<file path="src/rtl/note_seq_pkg.sv">
// Shared types and helpers for the note sequencer controller.
package note_seq_pkg;

  typedef enum logic [1:0] {
    IDLE = 2'd0,
    LOAD = 2'd1,
    PLAY = 2'd2
  } seq_state_t;

  // Note period at tempo_sel = 0: 0.5 s at 50 MHz.
  localparam int unsigned TICK_DIV_DEFAULT = 25_000_000;

  // Down-counter reload for a given tempo: the period is tick_div >> shift cycles.
  function automatic int unsigned tempo_reload(int unsigned tick_div, int unsigned shift);
    return (tick_div >> shift) - 1;
  endfunction

endpackage

</file>
<file path="src/rtl/note_sequencer_ctrl_if.sv">
// Control/status bundle between the sequencer controller and its user.
// Protocol: every key input is a level sampled on each clk edge. load_n records a note
// on its 0->1 release, playback (active low) starts a run while held in IDLE,
// stop_n (active low) aborts a run, and clear empties the recording from IDLE.
// Outputs are registered; done and next_note_en are single-cycle pulses.
interface note_sequencer_ctrl_if
  import note_seq_pkg::*;
#(
  parameter int ADDR_W  = 4,
  parameter int TEMPO_W = 2
);
  logic               load_n;
  logic               playback;
  logic               stop_n;
  logic               clear;
  logic               loop_en;
  logic [TEMPO_W-1:0] tempo_sel;
  logic               ld_note;
  logic               ld_play;
  logic [ADDR_W-1:0]  wr_addr;
  logic [ADDR_W-1:0]  rd_addr;
  logic [ADDR_W:0]    notes_recorded;
  logic               next_note_en;
  logic               full;
  logic               done;
  seq_state_t         state;

  modport master (
    output load_n, playback, stop_n, clear, loop_en, tempo_sel,
    input  ld_note, ld_play, wr_addr, rd_addr, notes_recorded, next_note_en, full, done, state
  );

  modport slave (
    input  load_n, playback, stop_n, clear, loop_en, tempo_sel,
    output ld_note, ld_play, wr_addr, rd_addr, notes_recorded, next_note_en, full, done, state
  );
endinterface

</file>
<file path="src/rtl/tempo_tick.sv">
// Programmable tempo divider: down-counter that reloads (TICK_DIV >> shift) - 1
// and pulses tick for one cycle when it reaches zero.
module tempo_tick
  import note_seq_pkg::*;
#(
  parameter int unsigned TICK_DIV = TICK_DIV_DEFAULT,
  parameter int          TEMPO_W  = 2
) (
  input  logic               clk,
  input  logic               reset,
  input  logic               restart,
  input  logic               en,
  input  logic [TEMPO_W-1:0] shift,
  output logic               tick
);
  localparam int CNT_W = $clog2(TICK_DIV + 1);

  logic [CNT_W-1:0] cnt;
  logic [CNT_W-1:0] reload;

  assign reload = CNT_W'(tempo_reload(TICK_DIV, 32'(shift)));
  assign tick   = en && !restart && (cnt == '0);

  // Hold at reload while idle/restarting, otherwise count down and reload on each tick.
  always_ff @(posedge clk or negedge reset) begin
    if (!reset) begin
      cnt <= '0;
    end else if (restart || !en) begin
      cnt <= reload;
    end else if (cnt == '0) begin
      cnt <= reload;
    end else begin
      cnt <= cnt - CNT_W'(1);
    end
  end
endmodule

</file>
<file path="src/rtl/note_sequencer_ctrl.sv">
// Record/playback controller: records up to DEPTH notes on load_n release and
// plays them back at a programmable tempo, once or looped.
module note_sequencer_ctrl
  import note_seq_pkg::*;
#(
  parameter int          DEPTH    = 16,
  parameter int          ADDR_W   = $clog2(DEPTH),
  parameter int unsigned TICK_DIV = TICK_DIV_DEFAULT,
  parameter int          TEMPO_W  = 2
) (
  input logic                  clk,
  input logic                  reset,
  note_sequencer_ctrl_if.slave bus
);
  seq_state_t         state;
  logic [TEMPO_W-1:0] tempo_q;
  logic [ADDR_W:0]    count;
  logic [ADDR_W-1:0]  rd_addr;
  logic               ld_note;
  logic               ld_play;
  logic               done;
  logic               tick;
  logic               full;
  logic               at_last;
  logic               in_play;
  logic [TEMPO_W-1:0] shift_sel;

  assign full    = (count == (ADDR_W+1)'(DEPTH));
  assign at_last = ({1'b0, rd_addr} == count - (ADDR_W+1)'(1));
  assign in_play = (state == PLAY);
  // Outside PLAY the divider preloads from the live tempo_sel, which is the value
  // latched on entry, so the first note is held for exactly one period.
  assign shift_sel = in_play ? tempo_q : bus.tempo_sel;

  tempo_tick #(
    .TICK_DIV (TICK_DIV),
    .TEMPO_W  (TEMPO_W)
  ) u_tempo_tick (
    .clk     (clk),
    .reset   (reset),
    .restart (!in_play),
    .en      (in_play),
    .shift   (shift_sel),
    .tick    (tick)
  );

  // Controller FSM with record counter, read-address counter and registered strobes.
  always_ff @(posedge clk or negedge reset) begin
    if (!reset) begin
      state   <= IDLE;
      tempo_q <= '0;
      count   <= '0;
      rd_addr <= '0;
      ld_note <= 1'b0;
      ld_play <= 1'b0;
      done    <= 1'b0;
    end else begin
      done <= 1'b0;
      case (state)
        IDLE: begin
          if (bus.clear) begin
            count   <= '0;
            rd_addr <= '0;
          end else if (!bus.load_n && !full) begin
            state   <= LOAD;
            ld_note <= 1'b1;
          end else if (!bus.playback && (count != '0)) begin
            state   <= PLAY;
            ld_play <= 1'b1;
            rd_addr <= '0;
            tempo_q <= bus.tempo_sel;
          end
        end
        LOAD: begin
          if (bus.load_n) begin
            if (!full) count <= count + (ADDR_W+1)'(1);
            state   <= IDLE;
            ld_note <= 1'b0;
          end
        end
        PLAY: begin
          if (!bus.stop_n) begin
            state   <= IDLE;
            ld_play <= 1'b0;
          end else if (tick) begin
            if (!at_last) begin
              rd_addr <= rd_addr + ADDR_W'(1);
            end else if (bus.loop_en) begin
              rd_addr <= '0;
            end else begin
              state   <= IDLE;
              ld_play <= 1'b0;
              done    <= 1'b1;
            end
          end
        end
        default: begin
          state   <= IDLE;
          ld_note <= 1'b0;
          ld_play <= 1'b0;
        end
      endcase
    end
  end

  assign bus.ld_note        = ld_note;
  assign bus.ld_play        = ld_play;
  assign bus.wr_addr        = count[ADDR_W-1:0];
  assign bus.rd_addr        = rd_addr;
  assign bus.notes_recorded = count;
  assign bus.next_note_en   = tick;
  assign bus.full           = full;
  assign bus.done           = done;
  assign bus.state          = state;
endmodule
</file>
<file path="src/flat_wrapper.sv">
// flat-port wrapper written by rule: the top's interface ports become plain ports
module note_sequencer_ctrl_flat import note_seq_pkg::*;
#(
  parameter int          DEPTH    = 16,
  parameter int          ADDR_W   = $clog2(DEPTH),
  parameter int unsigned TICK_DIV = TICK_DIV_DEFAULT,
  parameter int          TEMPO_W  = 2
)
  (clk, reset, bus_load_n, bus_playback, bus_stop_n, bus_clear, bus_loop_en, bus_tempo_sel, bus_ld_note, bus_ld_play, bus_wr_addr, bus_rd_addr, bus_notes_recorded, bus_next_note_en, bus_full, bus_done, bus_state);
  note_sequencer_ctrl_if #(.ADDR_W(ADDR_W), .TEMPO_W(TEMPO_W)) bus_i ();
  input logic clk;
  input logic reset;
  input wire logic [$bits(bus_i.load_n)-1:0] bus_load_n;
  input wire logic [$bits(bus_i.playback)-1:0] bus_playback;
  input wire logic [$bits(bus_i.stop_n)-1:0] bus_stop_n;
  input wire logic [$bits(bus_i.clear)-1:0] bus_clear;
  input wire logic [$bits(bus_i.loop_en)-1:0] bus_loop_en;
  input wire logic [$bits(bus_i.tempo_sel)-1:0] bus_tempo_sel;
  output wire logic [$bits(bus_i.ld_note)-1:0] bus_ld_note;
  output wire logic [$bits(bus_i.ld_play)-1:0] bus_ld_play;
  output wire logic [$bits(bus_i.wr_addr)-1:0] bus_wr_addr;
  output wire logic [$bits(bus_i.rd_addr)-1:0] bus_rd_addr;
  output wire logic [$bits(bus_i.notes_recorded)-1:0] bus_notes_recorded;
  output wire logic [$bits(bus_i.next_note_en)-1:0] bus_next_note_en;
  output wire logic [$bits(bus_i.full)-1:0] bus_full;
  output wire logic [$bits(bus_i.done)-1:0] bus_done;
  output wire logic [$bits(bus_i.state)-1:0] bus_state;
  assign bus_i.load_n = bus_load_n;
  assign bus_i.playback = bus_playback;
  assign bus_i.stop_n = bus_stop_n;
  assign bus_i.clear = bus_clear;
  assign bus_i.loop_en = bus_loop_en;
  assign bus_i.tempo_sel = bus_tempo_sel;
  assign bus_ld_note = bus_i.ld_note;
  assign bus_ld_play = bus_i.ld_play;
  assign bus_wr_addr = bus_i.wr_addr;
  assign bus_rd_addr = bus_i.rd_addr;
  assign bus_notes_recorded = bus_i.notes_recorded;
  assign bus_next_note_en = bus_i.next_note_en;
  assign bus_full = bus_i.full;
  assign bus_done = bus_i.done;
  assign bus_state = bus_i.state;
  note_sequencer_ctrl #(.DEPTH(DEPTH), .ADDR_W(ADDR_W), .TICK_DIV(TICK_DIV), .TEMPO_W(TEMPO_W)) u_core (.clk(clk), .reset(reset), .bus(bus_i));
endmodule
</file>
<file path="config.mk">
export PLATFORM = sky130hd
export DESIGN_NAME = note_sequencer_ctrl_flat
export DESIGN_NICKNAME = d
export VERILOG_FILES = /design/src/rtl/note_seq_pkg.sv /design/src/rtl/note_sequencer_ctrl_if.sv /design/src/rtl/tempo_tick.sv /design/src/rtl/note_sequencer_ctrl.sv /design/src/flat_wrapper.sv
export SDC_FILE = /design/constraint.sdc
export NUM_CORES = 1
export LEC_CHECK = 0
export ABC_AREA = 1
export BUFFER_PORTS_ARGS = -buffer_cell sky130_fd_sc_hd__buf_2
export CAP_MARGIN = 10
export CORE_MARGIN = 2
export CORE_UTILIZATION = 30
export CTS_CLUSTER_DIAMETER = 50
export DETAILED_ROUTE_END_ITERATION = 10
export GPL_TIMING_DRIVEN = 1
export PLACE_DENSITY_LB_ADDON = 0.15
export SYNTH_ARGS = -nofsm -noshare
export SYNTH_HDL_FRONTEND = slang
export SYNTH_SLANG_ARGS = --single-unit
</file>
<file path="constraint.sdc">
create_clock -name clk -period 1.89 [get_ports clk]
set_clock_uncertainty 0.1 [all_clocks]
set_input_delay 0.189 -clock clk [delete_from_list [all_inputs] [get_ports clk]]
set_output_delay 0.189 -clock clk [all_outputs]
set_load 0.01 [all_outputs]
</file>
* After elaboration in Yosys (flattened, before gate mapping) *
Index checks and enable logic that the tools add are counted.

operators by class
  add/subtract/negate cells = 5
  equal/unequal tests = 20
  shift operators = 1
  mux-type cells = 41
  bitwise operators = 4
  reduce and logical (&&, ||, !) cells = 17

operator list
  cell                   number
  $mux 25                2
  $sub 25x1->25 const B  2
  $mux 4                 7
  $logic_not 25->1       1
  $shr 25x2->25 const A  1
  $mux 2                 9
  $mux 1                 15
  $mux 5                 3
  $ne 2x2->1 const B     7
  $ne 3x3->1 const B     4
  $reduce_and 4->1       3
  $reduce_and 6->1       2
  $pmux 5 s2             1
  $pmux 4 s2             1
  $reduce_and 7->1       1
  $ne 3x2->1 const B     2
  $pmux 1 s3             2
  $pmux 2 s3             1
  $add 5x1->5 const B    1
  $eq 4x5->1             1
  $eq 5x5->1 const B     1
  $reduce_bool 5->1      1
  $sub 5x1->5 const B    1
  $add 4x1->4 const B    1
  9 further kinds        18

word-level totals
  register bits = 41
  output and inout bits = 20
  logic and storage cells = 96

* Depth between registers and ports, before layout *
  depth after elaboration = 6
  mapped depth = 13

* By module *
From an unflattened synthesis, not the netlist that was laid out.

second synthesis, totals
  cell total of the unflattened synthesis = 369
  area, all modules = 2,685.1 sq um

modules (own cells, without submodules)
  module               instances  cells an instance  area an instance (sq um)  seq. area each (sq um)
  tempo_tick           1          220                1,607.8                   625.6
  note_sequencer_ctrl  1          149                1,077.3                   400.4

* Least setup slack after synthesis *
No wires, ideal clock.

  path type = reg2reg
  from = reg u_core.count[0] (netlist: u_core.bus.notes_recorded[0])
  to = reg u_core.rd_addr[0] (netlist: u_core.bus.rd_addr[0])
  setup time = 0.116 ns
  arrival = 1.653 ns
  setup slack = 0.020 ns
  stages on the path, launching flop included = 14
  buffers on the path = 0
  path through = dfrtp_1 > inv_1 > ha_1 > inv_1 > nand2_1 > nand2_1 > nor2_1 > nand2_1 > nor2_1 > nand3_1 > nand2_1 > nor2_4 > nand2_1 > nand2_1

between the ends
  word-level cells in the longest chain between the ends = 6
  elaborated cells on any way between the ends = 15
  those cells by class = 1 x add/sub; 5 x eq/ne; 4 x mux; 5 x reduce/logical

RTL lines
  what                    line                       source
  from (decl)             note_sequencer_ctrl.sv:17  logic [ADDR_W:0] count;
  from (signal assigned)  note_sequencer_ctrl.sv:76  if (!full) count <= count + (ADDR_W+1)'(1);
  $sub 5x1->5             note_sequencer_ctrl.sv:29  assign at_last = ({1'b0, rd_addr} == count - (ADDR_W+1)'(1));
  $eq 4x5->1              note_sequencer_ctrl.sv:29
  $mux 4                  note_sequencer_ctrl.sv:86  if (!at_last) begin
  $mux 4                  note_sequencer_ctrl.sv:85  end else if (tick) begin
  $mux 4                  note_sequencer_ctrl.sv:82  if (!bus.stop_n) begin
  $pmux 4 s2              note_sequencer_ctrl.sv:59  case (state)
  to (signal assigned)    note_sequencer_ctrl.sv:87  rd_addr <= rd_addr + ADDR_W'(1);
  to (decl)               note_sequencer_ctrl.sv:18  logic [ADDR_W-1:0] rd_addr;

Parallel ways exist; a longest one is shown, timed or not. The select of a mux whose other input is x is not followed.
A chain may end at the register's enable or synchronous reset.

* Worst setup path after layout *
  from = reg u_core.u_tempo_tick.cnt[15]
  to = out bus_next_note_en

between the ends
  word-level cells in the longest chain between the ends = 2

RTL lines
  what                    line                source
  from (decl)             tempo_tick.sv:18    logic [CNT_W-1:0] cnt;
  from (signal assigned)  tempo_tick.sv:29    cnt <= reload;
  from (signal assigned)  tempo_tick.sv:31    cnt <= reload;
  from (signal assigned)  tempo_tick.sv:33    cnt <= cnt - CNT_W'(1);
  $logic_not 25->1        tempo_tick.sv:22    assign tick = en && !restart && (cnt == '0);
  $logic_and 1x1->1       tempo_tick.sv:22
  to (decl)               flat_wrapper.sv:24  output wire logic [$bits(bus_i.next_note_en)-1:0] bus_next_note_en;

No other way between the ends.

==> flow_summary.toml <==
[cells_and_area]
fin_util_pct = 39.6
nNetsFinal = 492
layout-drive-gt1-share_pct = 27.9
area_growth_pct = 29.1
finish.instance_area_sq_um = 3640
diodes = 0

[critical_path]
arrival_ns = 1.67
r2r-start = "u_core.u_tempo_tick.cnt[4]"
crit_path_start_kind = "flip-flop"
cp-end-kind = "output pin"
cp.required_ns = 1.60
crit_fanout = 3
r2r_end = "u_core.u_tempo_tick.cnt[17]"
reg2regPathDepth = 9
r2r_setup_slack_ns = 0.09
critical_path_class = "flip-flop to output pin"

[floorplanning]
initial_utilization_pct = 30.6
die_area_sq_um = 10200
rows = 35
core_sq_um = 9200
die_w_microns = 101
fp.dieH_microns = 101
pin_count = 29

[pwr]
total_power_mw = 4.47
peakVddDrop_mv = 0.516
power_density_nw_per_um2 = 1230
leakage_nw = 1.85

[placement]
dp_hpwl_microns = 5950
dpl_cell_area_sq_um = 3230
portBuffers = 28
dp_slack_ns = 0.0106
gp_congestion = 0.963

[synth]
yosysWarnings = 0
synth_top_area_share_pct = 36.4
async_flop_share_pct = 100
seq_area_frac_synth_pct = 36.4
syn_nets = 424
ys_ff_latch = 41
ys_top_cells_by_area = "dfrtp_1, nand2_1, inv_1, nor2_1, nand3_1"
synth_edf_count = 0
synth_most_common_cell = "nand2_1"
yosysTopAreaCell = "dfrtp_1"
synth_common_cells = "nand2_1, inv_1, nor2_1"
ys_dominant_reg_cell = "dfrtp_1"
syn_area_sq_um = 2820
synth_area_per_cell_sq_um = 6.86
synthCells = 411
synth.distinct_cells = 33

[grt]
grt_use_total_pct = 16.1
grt_start_max_net_pins = 22
grt_pass1_vias = 2647
grt.overflow.total = 0
antenna_found_initial = 0
grt_first_pass_wirelength_microns = 12900

[min_path]
worstHoldEndpoint = "u_core.bus.state[0]"
hold_path.class = "primary input to flip-flop"
worstHoldStart = "bus_load_n"
hold_depth = 2

[drt]
drt-vias-per-instance = 4.70
first_pass_iters = 4
avgRoutedWirePerCell_microns = 13.3
drt-total-wl_microns = 7840
dr_total_vias = 2779
route.detailed.drc = 0
drtIter0Drc = 229
ant_nets = 0

[clock_tree]
numCtsBuffers = 5
clockBufferDepth = 2
htree_levels = 2
ctsRootBufferMaster = "clkbuf_8"
cts_num_sinks = 41
clock_latency_ns = 0.31
clkTransAtPathRegs_ns = 0.09
cts_tree = "yes"

[timing]
hold_viol_final = 0
slew_violations = 0
tightest_slew_ns = 0.545
hold_slack_ns = 0.0201
slew_headroom_pct = 63.6
fin_crit_ns = 1.96
fin_ws_ns = -0.0667
timing.fmax_mhz = 511
period_share_pct = 104
finalSetupViolCount = 1
rsz0062_at_grt = "true"

[run_status]
outcome = "finished, violations left"
violations = "negative setup slack"

[job]
cap_violations = 0
[worst max-delay path: stages, from the launching register on]
cell and delay (ns):
dfrtp_1 0.43, nor2_2 0.15, nand3_1 0.12, nor3_2 0.22
nand3_2 0.13, nor3_2 0.15, buf_2 0.16
[timing repair]
item	4_1_cts	5_1_grt
hold endpoints to repair	20	0
resized for setup	11	35
pin swaps	1	19
cloned	0	1
setup endpoints to repair	5	25
hold buffers	1	0
setup buffers	2	13
[cell families (layout without fill, tap and decap cells)]
| logic type | after synthesis | count (layout) | share of synthesized area [%] |
|---|---|---|---|
| xor+xnor | 14 | 14 | 4.35 |
| compound gates | 32 | 32 | 6.26 |
| flops | 41 | 41 | 36.4 |
| fa+ha+maj | 4 | 4 | 1.78 |
| buf+inv | 61 | 129 | 9.01 |
| simple gates | 259 | 260 | 42.2 |
[metal layers]
metal	share of wire (%)	vias to the layer above	track usage, %
li1	-	1419	-
met1	48	1292	22.1
met2	46	56	25.4
met3	4.5	12	3.12
met4	1.8	0	5.41
met5	0	-	0
[flip-flops by register name, summed over array words and instances (netlist names)]
signal / flops
u_core.u_tempo_tick.cnt: 25
u_core.bus.notes_recorded: 5
u_core.bus.rd_addr: 4
u_core.bus.state: 2
u_core.tempo_q: 2
u_core.bus.done: 1
u_core.bus.ld_note: 1
u_core.bus.ld_play: 1
[power by group]
part           total (mW)  leakage [nW]  internal [mW]  switching, mW
sequential           1.43         0.488           1.15          0.282
combinational        2.31          1.31          0.920           1.39
clock               0.740        0.0543          0.396          0.344
total                4.47          1.85           2.46           2.01
[per-stage QoR]
step,TNS (ns),instances
after floorplan,0,411
after global placement,-0.0353,566
after detailed placement,0,566
after CTS,-0.0142,577
after global routing,-0.287,591
final,-0.0667,591
[worst max-delay path by stage]
stage                                  from                     to  slack (ns)
2_1_floorplan  u_core.bus.notes_recorded[0]  u_core.bus.rd_addr[0]        0.02
3_3_place_gp   u_core.bus.notes_recorded[1]  u_core.bus.rd_addr[3]       -0.02
3_5_place_dp   u_core.bus.notes_recorded[1]  u_core.bus.rd_addr[0]        0.01
4_1_cts         u_core.u_tempo_tick.cnt[12]       bus_next_note_en       -0.01
5_1_grt         u_core.u_tempo_tick.cnt[15]       bus_next_note_en       -0.17
6_report        u_core.u_tempo_tick.cnt[15]       bus_next_note_en       -0.07
[final cells by class]
| class | instances | area (sq um) |
|---|---|---|
| fillers | 996 | 5560 |
| multi-input cells | 310 | 1700 |
| flip-flops and latches | 41 | 1030 |
| repair buffers | 66 | 448 |
| inverters | 55 | 211 |
| well taps | 111 | 139 |
| clock buffers | 5 | 68.8 |
| clock inverters | 3 | 46.3 |
[placed cells by master (no fill, tap or decap), types with 6 or more instances in the layout]
cell     count
nand2_1    131
inv_1       49
nor2_1      39
dfrtp_1     39
buf_4       34
nand3_1     28
buf_2       28
nor2_2      13
o21ai_0     13
o21ai_1      8
nor2_4       8
nand2_2      8
xor2_1       8
a21oi_1      6
xnor2_1      6
(Power assumes the default switching activity.)
